===== config.mk =====
export PLATFORM = sky130hd
export DESIGN_NAME = semaforo_monitor
export DESIGN_NICKNAME = d
export VERILOG_FILES = /design/src/rtl/semaforo_monitor.sv
export SDC_FILE = /design/constraint.sdc
export NUM_CORES = 1
export LEC_CHECK = 0
export BUFFER_PORTS_ARGS = -buffer_cell sky130_fd_sc_hd__buf_4
export CAP_MARGIN = 25
export CORE_AREA = 4 4 78 80
export CTS_CLUSTER_DIAMETER = 40
export DETAILED_ROUTE_END_ITERATION = 12
export DIE_AREA = 0 0 82 84
export GPL_TIMING_DRIVEN = 0
export PLACE_DENSITY = 0.66
export SLEW_MARGIN = 10
export SYNTH_ARGS = -nofsm -noshare
export SYNTH_HDL_FRONTEND = slang
export SYNTH_SLANG_ARGS = --single-unit
export TNS_END_PERCENT = 50

===== constraint.sdc =====
create_clock -name clk -period 6.3 [get_ports clk]
set_input_delay 1.26 -clock clk [delete_from_list [all_inputs] [get_ports clk]]
set_output_delay 1.26 -clock clk [all_outputs]
set_load 0.01 [all_outputs]

===== src/rtl/semaforo_monitor.sv =====
// semaforo_monitor: receive-side checker for the two-head lamp bus and the modo line.
// Latency: one register stage; every output reflects the sample taken at the latest edge.
// Backpressure: none; the block samples every cycle and never stalls the controller.
module semaforo_monitor #(
  parameter int T_GR = 4,
  parameter int T_YR = 1,
  parameter int T_RG = 3,
  parameter int T_RY = 1,
  parameter int T_FL = 1,
  parameter int DW   = 8
) (
  input  logic          clk,
  input  logic          reset,
  input  logic          A_green,
  input  logic          A_yellow,
  input  logic          A_red,
  input  logic          B_green,
  input  logic          B_yellow,
  input  logic          B_red,
  input  logic          modo,
  input  logic          fault_clr,
  output logic [2:0]    phase,
  output logic          phase_valid,
  output logic [DW-1:0] dwell,
  output logic          fault,
  output logic [1:0]    fault_code,
  output logic [15:0]   cycles
);

  localparam logic [2:0] PH_GR  = 3'd0;
  localparam logic [2:0] PH_YR  = 3'd1;
  localparam logic [2:0] PH_RG  = 3'd2;
  localparam logic [2:0] PH_RY  = 3'd3;
  localparam logic [2:0] PH_YY  = 3'd4;
  localparam logic [2:0] PH_BB  = 3'd5;
  localparam logic [2:0] PH_ILL = 3'd7;

  localparam logic [1:0] FC_NONE = 2'd0;
  localparam logic [1:0] FC_ILL  = 2'd1;
  localparam logic [1:0] FC_SEQ  = 2'd2;
  localparam logic [1:0] FC_TIM  = 2'd3;

  // Dwell limits carried one bit wider so dwell+1 never overflows in comparisons.
  localparam logic [DW:0] TW_GR = (DW+1)'(T_GR);
  localparam logic [DW:0] TW_YR = (DW+1)'(T_YR);
  localparam logic [DW:0] TW_RG = (DW+1)'(T_RG);
  localparam logic [DW:0] TW_RY = (DW+1)'(T_RY);
  localparam logic [DW:0] TW_FL = (DW+1)'(T_FL);

  typedef enum logic [1:0] {SYNC, TRACK, FAULT} state_t;

  state_t        state_q, state_d;
  logic [2:0]    phase_q, phase_d;
  logic          phase_valid_q, phase_valid_d;
  logic [DW-1:0] dwell_q, dwell_d;
  logic          fault_q, fault_d;
  logic [1:0]    fault_code_q, fault_code_d;
  logic [15:0]   cycles_q, cycles_d;
  logic          modo_q, modo_d;
  // Set while the current phase began at a SYNC sample, so its true start is unknown.
  logic          partial_q, partial_d;

  logic [2:0]    samp_ph;
  logic          phase_chg;
  logic [1:0]    viol;
  logic [DW:0]   dwell_inc;
  logic [DW:0]   t_cur;
  logic [2:0]    succ_ph;

  // Decode the six lamps into a phase; anything but the six exact patterns is illegal.
  always_comb begin
    samp_ph = PH_ILL;
    case ({A_green, A_yellow, A_red, B_green, B_yellow, B_red})
      6'b100001: samp_ph = PH_GR;
      6'b010001: samp_ph = PH_YR;
      6'b001100: samp_ph = PH_RG;
      6'b001010: samp_ph = PH_RY;
      6'b010010: samp_ph = PH_YY;
      6'b000000: samp_ph = PH_BB;
      default:   samp_ph = PH_ILL;
    endcase
  end

  // Required dwell and normal successor of the previous phase.
  always_comb begin
    t_cur   = TW_GR;
    succ_ph = PH_YR;
    case (phase_q)
      PH_GR:   begin t_cur = TW_GR; succ_ph = PH_YR; end
      PH_YR:   begin t_cur = TW_YR; succ_ph = PH_RG; end
      PH_RG:   begin t_cur = TW_RG; succ_ph = PH_RY; end
      PH_RY:   begin t_cur = TW_RY; succ_ph = PH_GR; end
      default: begin t_cur = TW_FL; succ_ph = PH_GR; end
    endcase
  end

  // Classify the new sample against the previous phase; only meaningful in TRACK.
  always_comb begin
    viol      = FC_NONE;
    dwell_inc = {1'b0, dwell_q} + 1'b1;
    if (samp_ph == PH_ILL) begin
      viol = FC_ILL;
    end else if (phase_q <= PH_RY) begin
      if (!modo_q) begin
        if (samp_ph == phase_q) begin
          if (dwell_inc > t_cur) viol = FC_TIM;
        end else if (samp_ph == succ_ph) begin
          // An exit from a partially observed phase cannot be judged as early.
          if (!partial_q && ({1'b0, dwell_q} != t_cur)) viol = FC_TIM;
        end else begin
          viol = FC_SEQ;
        end
      end else if (samp_ph != PH_YY) begin
        viol = FC_SEQ;
      end
    end else if (phase_q == PH_YY || phase_q == PH_BB) begin
      if (!modo_q) begin
        if (samp_ph != PH_GR) viol = FC_SEQ;
      end else if (samp_ph == phase_q) begin
        if (dwell_inc > TW_FL) viol = FC_TIM;
      end else if (samp_ph != (phase_q == PH_YY ? PH_BB : PH_YY)) begin
        viol = FC_SEQ;
      end
    end
  end

  // Next-state: phase/dwell tracking, FSM, fault latch and cycle counter.
  always_comb begin
    phase_chg     = !phase_valid_q || (samp_ph != phase_q);
    phase_d       = samp_ph;
    phase_valid_d = 1'b1;
    modo_d        = modo;
    dwell_d       = phase_chg ? DW'(1) : ((dwell_q == {DW{1'b1}}) ? dwell_q : dwell_q + 1'b1);
    state_d       = state_q;
    fault_d       = fault_q;
    fault_code_d  = fault_code_q;
    cycles_d      = cycles_q;
    partial_d     = phase_chg ? 1'b0 : partial_q;
    if (fault_clr) begin
      // The clearing sample is itself the resynchronisation sample.
      fault_d      = 1'b0;
      fault_code_d = FC_NONE;
      state_d      = TRACK;
      partial_d    = 1'b1;
    end else begin
      case (state_q)
        SYNC: begin
          state_d   = TRACK;
          partial_d = 1'b1;
        end
        TRACK: begin
          if (viol != FC_NONE) begin
            fault_d      = 1'b1;
            fault_code_d = viol;
            state_d      = FAULT;
          end else if (phase_q == PH_RY && samp_ph == PH_GR) begin
            cycles_d = cycles_q + 16'd1;
          end
        end
        FAULT: begin
          state_d = FAULT;
        end
        default: state_d = SYNC;
      endcase
    end
  end

  // State registers with synchronous reset.
  always_ff @(posedge clk) begin
    if (reset) begin
      state_q       <= SYNC;
      phase_q       <= PH_GR;
      phase_valid_q <= 1'b0;
      dwell_q       <= '0;
      fault_q       <= 1'b0;
      fault_code_q  <= FC_NONE;
      cycles_q      <= '0;
      modo_q        <= 1'b0;
      partial_q     <= 1'b0;
    end else begin
      state_q       <= state_d;
      phase_q       <= phase_d;
      phase_valid_q <= phase_valid_d;
      dwell_q       <= dwell_d;
      fault_q       <= fault_d;
      fault_code_q  <= fault_code_d;
      cycles_q      <= cycles_d;
      modo_q        <= modo_d;
      partial_q     <= partial_d;
    end
  end

  assign phase       = phase_q;
  assign phase_valid = phase_valid_q;
  assign dwell       = dwell_q;
  assign fault       = fault_q;
  assign fault_code  = fault_code_q;
  assign cycles      = cycles_q;

endmodule

==> results of run 1 <==
[layout make-up]
type | instances | area [um2] | area share (%)
Timing Repair Buffer | 40 | 300 | 10.5
Multi-Input combinational cell | 219 | 1520 | 52.8
Buffer | 18 | 75.1 | 2.62
Clock inverter | 3 | 43.8 | 1.53
Sequential cell | 35 | 701 | 24.4
Clock buffer | 5 | 68.8 | 2.40
Inverter | 20 | 75.1 | 2.62
Tap cell | 72 | 90.1 | 3.14
[through the flow]
step / instance area (um2) / total power, uW / setup WS [ns] / util (%) / cells
floorplan: 2370 / 286 / 2.04 / - / 292
global placement: 2760 / 309 / 1.48 / 51.0 / 404
detailed placement: 2760 / 309 / 1.51 / 51.0 / 404
CTS: 2870 / 520 / 1.80 / 53.1 / 412
global route: 2870 / 539 / 1.56 / 53.1 / 412
finish: 2870 / 515 / 1.77 / 53.1 / 412
[power by group]
part	switching (uW)	internal, uW	total, uW
logic	42.3	32.4	74.7
clock network	92.7	118	211
registers	3.89	226	230
total	139	376	515
[logic make-up (layout without fill, tap and decap cells)]
| logic type | count (synthesis) | count (layout) |
|---|---|---|
| and+or+nand+nor | 126 | 126 |
| AOI/OAI and AO/OA | 65 | 65 |
| buffers and inverters | 38 | 86 |
| DFF | 35 | 35 |
| xor gates and xnor gates | 11 | 11 |
| muxes | 9 | 9 |
| adders and majority gates | 8 | 8 |
[critical path: cells and delay by family]
family	cells	cell delay, ns
AO/OA/AOI/OAI	2	1.17
buffers and inverters	3	0.63
multiplexers	2	0.43
AND/OR/NAND/NOR	4	1.21
[worst paths after layout]
check	from	end	slack, ns	depth (start not counted)
max	B_red	cycles[1]	1.77	11
min	fault	fault	0.47	1
max reg2reg	dwell[0]	cycles[1]	2.91	12
min reg2reg	fault	fault	0.47	1
[placed cells by master, fill, tap and decap left out, drive strengths merged, types with 9 or more instances in the layout]
cell type	instances
buf	47
dfxtp	35
nor2	33
inv	20
a21oi	16
clkbuf	16
nand2	12
nand3	11
nor2b	9
[routing by layer]
| layer | vias to the layer above | share of wire [%] |
|---|---|---|
| met5 | - | 0 |
| met4 | 0 | 0.82 |
| met3 | 7 | 2.2 |
| met2 | 33 | 48 |
| met1 | 1058 | 49 |
| li1 | 1165 | - |
[sequential cells by signal (all words and copies together), names as in the netlist]
register     count
cycles          16
dwell            8
fault            1
fault_code       2
modo_q           1
partial_q        1
phase            3
phase_valid      1
state_q          2
==> flow_summary.toml, run 1 <==
[run_status]
outcome = "complete, no violations"

[die]
dieWidth_um = 82
core-area_um2 = 5410
initial_core_util_pct = 43.8
rows = 27
pin_count = 41
dieHeight_um = 84
dieArea_um2 = 6890

[critical_path]
slowest_stage = "a211oi_1"
critPathMaxStageDelay_ns = 0.74
crit_path_end_kind = "register"
cp.required_ns = 6.47
cp_cell_sequence = "buf_4 -> buf_2 -> or4b_1 -> nand3b_1 -> and4_4 -> a2111o_1 -> mux2i_1 -> a211oi_1 -> buf_2 -> mux2i_1 -> nor2_1"
critPathKind = "primary input to register"
worstSetupStartpointType = "primary input"
arrival_ns = 4.70
cp_max_fo = 10

[route]
drt_wl_total_um = 5720
drtIter0Drc = 139
antenna_left = 0
drt-pass1-iter-count = 4
avgViaCountPerCell = 5.49
wl_per_cell_um = 13.9
drc = 0
vias = 2263

[timing]
period_share_pct = 71.9
worst_pin_slew_ns = 0.823
fin_skew_ns = 0.00289
worst_slew_margin_rel_pct = 44.5
tns_ns = 0
finalHoldViolCount = 0
rsz0062_at_grt = "no"
fmax_mhz = 221
min_period_ns = 4.53
drv_slew = 0
setup_violations = 0
hold_slack_ns = 0.470

[logic_synthesis]
synth_top_family_by_area = "simple AND/OR/NAND/NOR gates"
yosys.area_share.adder_pct = 4.23
muxShareOfSynthArea_pct = 4.12
ys_top_cells_by_count = "35 x dfxtp_1, 33 x nor2_1, 20 x inv_1"
syn_inst = 292
yosys.area_share.simple_pct = 31.0
synth.most_common_cell = "dfxtp_1"
synth_area_leaders = "dfxtp_1 30%, nor2_1 5.2%, ha_1 4.2%, a21oi_1 3.4%, inv_1 3.2%"
synth_compound_area_share_pct = 20.7
yosys.area_share.xor_xnor_pct = 4.07
synth_nets = 310
synth_flop_cell = "dfxtp_1"
syn_area_um2 = 2370
ys_types = 63
async_reset_ff_share_pct = 0
synth_top_area_share_pct = 29.6
synth_edf_count = 0
ys_ff_latch = 35
syn_area_per_cell_um2 = 8.11
yosys.area.top_type = "dfxtp_1"
yosys_warnings = 0
yosysSeqAreaShare_pct = 29.6

[power_and_ir_drop]
power_density_nw_per_um2 = 179
vdd_drop_max_uv = 117
leakage_uw = 0.00115

[grt]
antenna_found_initial = 0
grt.met1_usage_pct = 24.1
grtUsageMet3_pct = 3.24
grt_pass1_vias = 2111
busiest_layer = "met2"
grtUsageMet2_pct = 27.8
overflow = 0
grt_pass1_wl_um = 9770
grtUsageTotal_pct = 17.5
grt_max_degree = 13

[placement]
gp_congestion = 0.893
dp_hpwl_um = 4270
port_buffers = 40

[run]
maxCapViolations = 0

[cells_and_area]
diodes = 0
area_growth_pct = 21.2
fill_cells = 519
layout-drive-gt1-share_pct = 22.4
nNetsFinal = 357

[worst_hold_path]
hold_path_class = "register to register"

[clock_tree]
numCtsBuffers = 5
cts_setup_buffers = 0
cts_tree = "built"
post_cts_resized = 0
ctsHoldBuffers = 0
clk_pin_slew_ns = 0.08
cts.htree.levels = 2
clock_latency_ns = 0.29
root_buffer = "clkbuf_8"
cts.path.max_buffers = 2
clock-sinks = 35
(Power assumes the default switching activity.)
==> run 2: changes to the inputs <==
PLACE_DENSITY = 0.68   (was 0.66)
clock period = 3.7 ns   (was 6.3 ns; I/O delays follow)
==> flow_summary.toml, run 2 (synthesis gave the netlist of run 1 again) <==
[run_status]
outcome = "complete, no violations"

[placement]
dpl_cell_area_um2 = 2760
dpl_worst_slack_ns = -0.414
port_buffers = 40
gp_congestion = 0.923
dp_hpwl_um = 4380
placed_cells = 404

[route]
vias = 2343
drt_wl_total_um = 5900
antenna_left = 0
drt-pass1-iter-count = 4
avgViaCountPerCell = 5.59
drtIter0Drc = 120
wl_per_cell_um = 14.1
drc = 0

[critical_path]
cp_num_cells = 10
crit_top_cell = "or4b_4"
cp_top_family = "simple AND/OR/NAND/NOR gates"
crit_path_end_kind = "register"
worstSetupStartpointType = "primary input"
critPathKind = "primary input to register"
r2r_cells = 11
cp.required_ns = 3.92
cp_num_buf_inv = 2
arrival_ns = 3.88
slowest_stage = "or4b_4"
cp_max_fo = 5
cp_cell_sequence = "buf_8 -> or4b_4 -> or3b_1 -> buf_6 -> and4_4 -> a2111o_1 -> or3_4 -> a221oi_4 -> or4b_4 -> a21boi_2"
critPathMaxStageDelay_ns = 0.54

[cells_and_area]
final_design_area_no_fill_um2 = 3000
fill_cells = 525
nNetsFinal = 364
largest_reg_flops = 16
mostFrequentLayoutCells = "47 x buf_4, 35 x dfxtp_1, 33 x nor2_1"
diodes = 0
area_growth_pct = 26.7
fin_cells = 419
layout_commonest_cell = "buf_4"
layout-drive-gt1-share_pct = 25.6

[power_and_ir_drop]
p_seq_share_pct = 47.2
netSwitchingFraction_pct = 25.9
vdd_drop_max_uv = 278
clkPwrFrac_pct = 36.1
switching_power_uw = 216
combPwrFrac_pct = 16.7
power_density_nw_per_um2 = 277
leakage_uw = 0.00119
p_int_uw = 616

[worst_hold_path]
hold_path_class = "register to register"
min_path_cells = 1

[run]
maxCapViolations = 0

[timing]
hold_slack_ns = 0.468
min_period_ns = 3.67
tns_ns = 0
fin_skew_ns = 0.00581
rsz0062_at_grt = "yes"
fmax_mhz = 273
worst_slew_margin_rel_pct = 54.9
setup_violations = 0
fin_ws_ns = 0.0322
finalHoldViolCount = 0
drv_slew = 0
period_share_pct = 99.1
worst_pin_slew_ns = 0.657

[clock_tree]
clock_latency_ns = 0.28
ctsHoldBuffers = 0
cts.path.max_buffers = 2
cts_tree = "built"
clk_pin_slew_ns = 0.06
clock-sinks = 35
cts.htree.levels = 2
root_buffer = "clkbuf_8"
numCtsBuffers = 5

[die]
initial_core_util_pct = 43.8
pin_count = 41
dieHeight_um = 84
rows = 27
core-area_um2 = 5410
dieArea_um2 = 6890
dieWidth_um = 82

[grt]
grtUsageTotal_pct = 17.4
antenna_found_initial = 0
grt_pass1_vias = 2188
overflow = 0
grt_pass1_wl_um = 9780
grt_max_degree = 11
run 2: cell count changes in the layout (fill, tap and decap cells not counted), sizes merged:
cell,change
buf,+6
clkinv,-2
bufinv,-1
clkbuf,+4
run 2: final cells by class:
class                           instances  area (um2)  area share [%]
Sequential cell                        35         701            23.4
Timing Repair Buffer                   48         372            12.4
Buffer                                 17        81.3            2.71
Clock buffer                            8         100            3.34
Tap cell                               72        90.1            3.00
Inverter                               20        75.1            2.50
Multi-Input combinational cell        219        1580            52.7
run 2: what timing repair did:
action | in CTS | in global routing
gates resized for setup | 3 | 16
buffers inserted | 0 | 8
setup endpoints to repair | 7 | 18
pin swaps | 2 | 8
run 2: metal layers:
layer  vias up  global-route usage (%)  wire length (um)  share of wire, %
met5         -                       0                 0                 0
met4         0                    5.14                91               1.5
met3        11                    3.46               207               3.5
met2        45                    28.4              2850                48
met1      1098                    22.8              2750                47
li1       1189                       -                 -                 -
run 2: through the flow:
step / util (%) / total power (uW)
2_1_floorplan: - / 487
3_3_place_gp: 51.1 / 527
3_5_place_dp: 51.1 / 528
4_1_cts: 53.4 / 832
5_1_grt: 55.5 / 874
6_report: 55.5 / 832
run 2: path summary, 6_finish.rpt:
path | from | slack (ns) | to
hold reg to reg | fault | 0.47 | fault
setup reg to reg | dwell[0] | 0.64 | cycles[7]
hold / removal | fault | 0.47 | fault
setup / recovery | A_red | 0.03 | state_q[1]
run 2: power groups by stage:
stage          Clock (uW)  Combinational (uW)  Sequential [uW]
2_1_floorplan           0                86.1              401
3_3_place_gp            0                 126              401
3_5_place_dp            0                 127              401
4_1_cts               310                 129              392
5_1_grt               324                 156              393
6_report              301                 139              393
run 2: worst register-to-register path: stages, from the launching register on:
cell and delay (ns):
dfxtp_1 0.49, inv_1 0.08, ha_1 0.34, ha_1 0.32
nor2b_1 0.13, o21ai_0 0.14, a32oi_1 0.10, o21ai_0 0.19
mux2i_1 0.23, a2111oi_4 0.59, a21oi_1 0.12, a31o_2 0.23
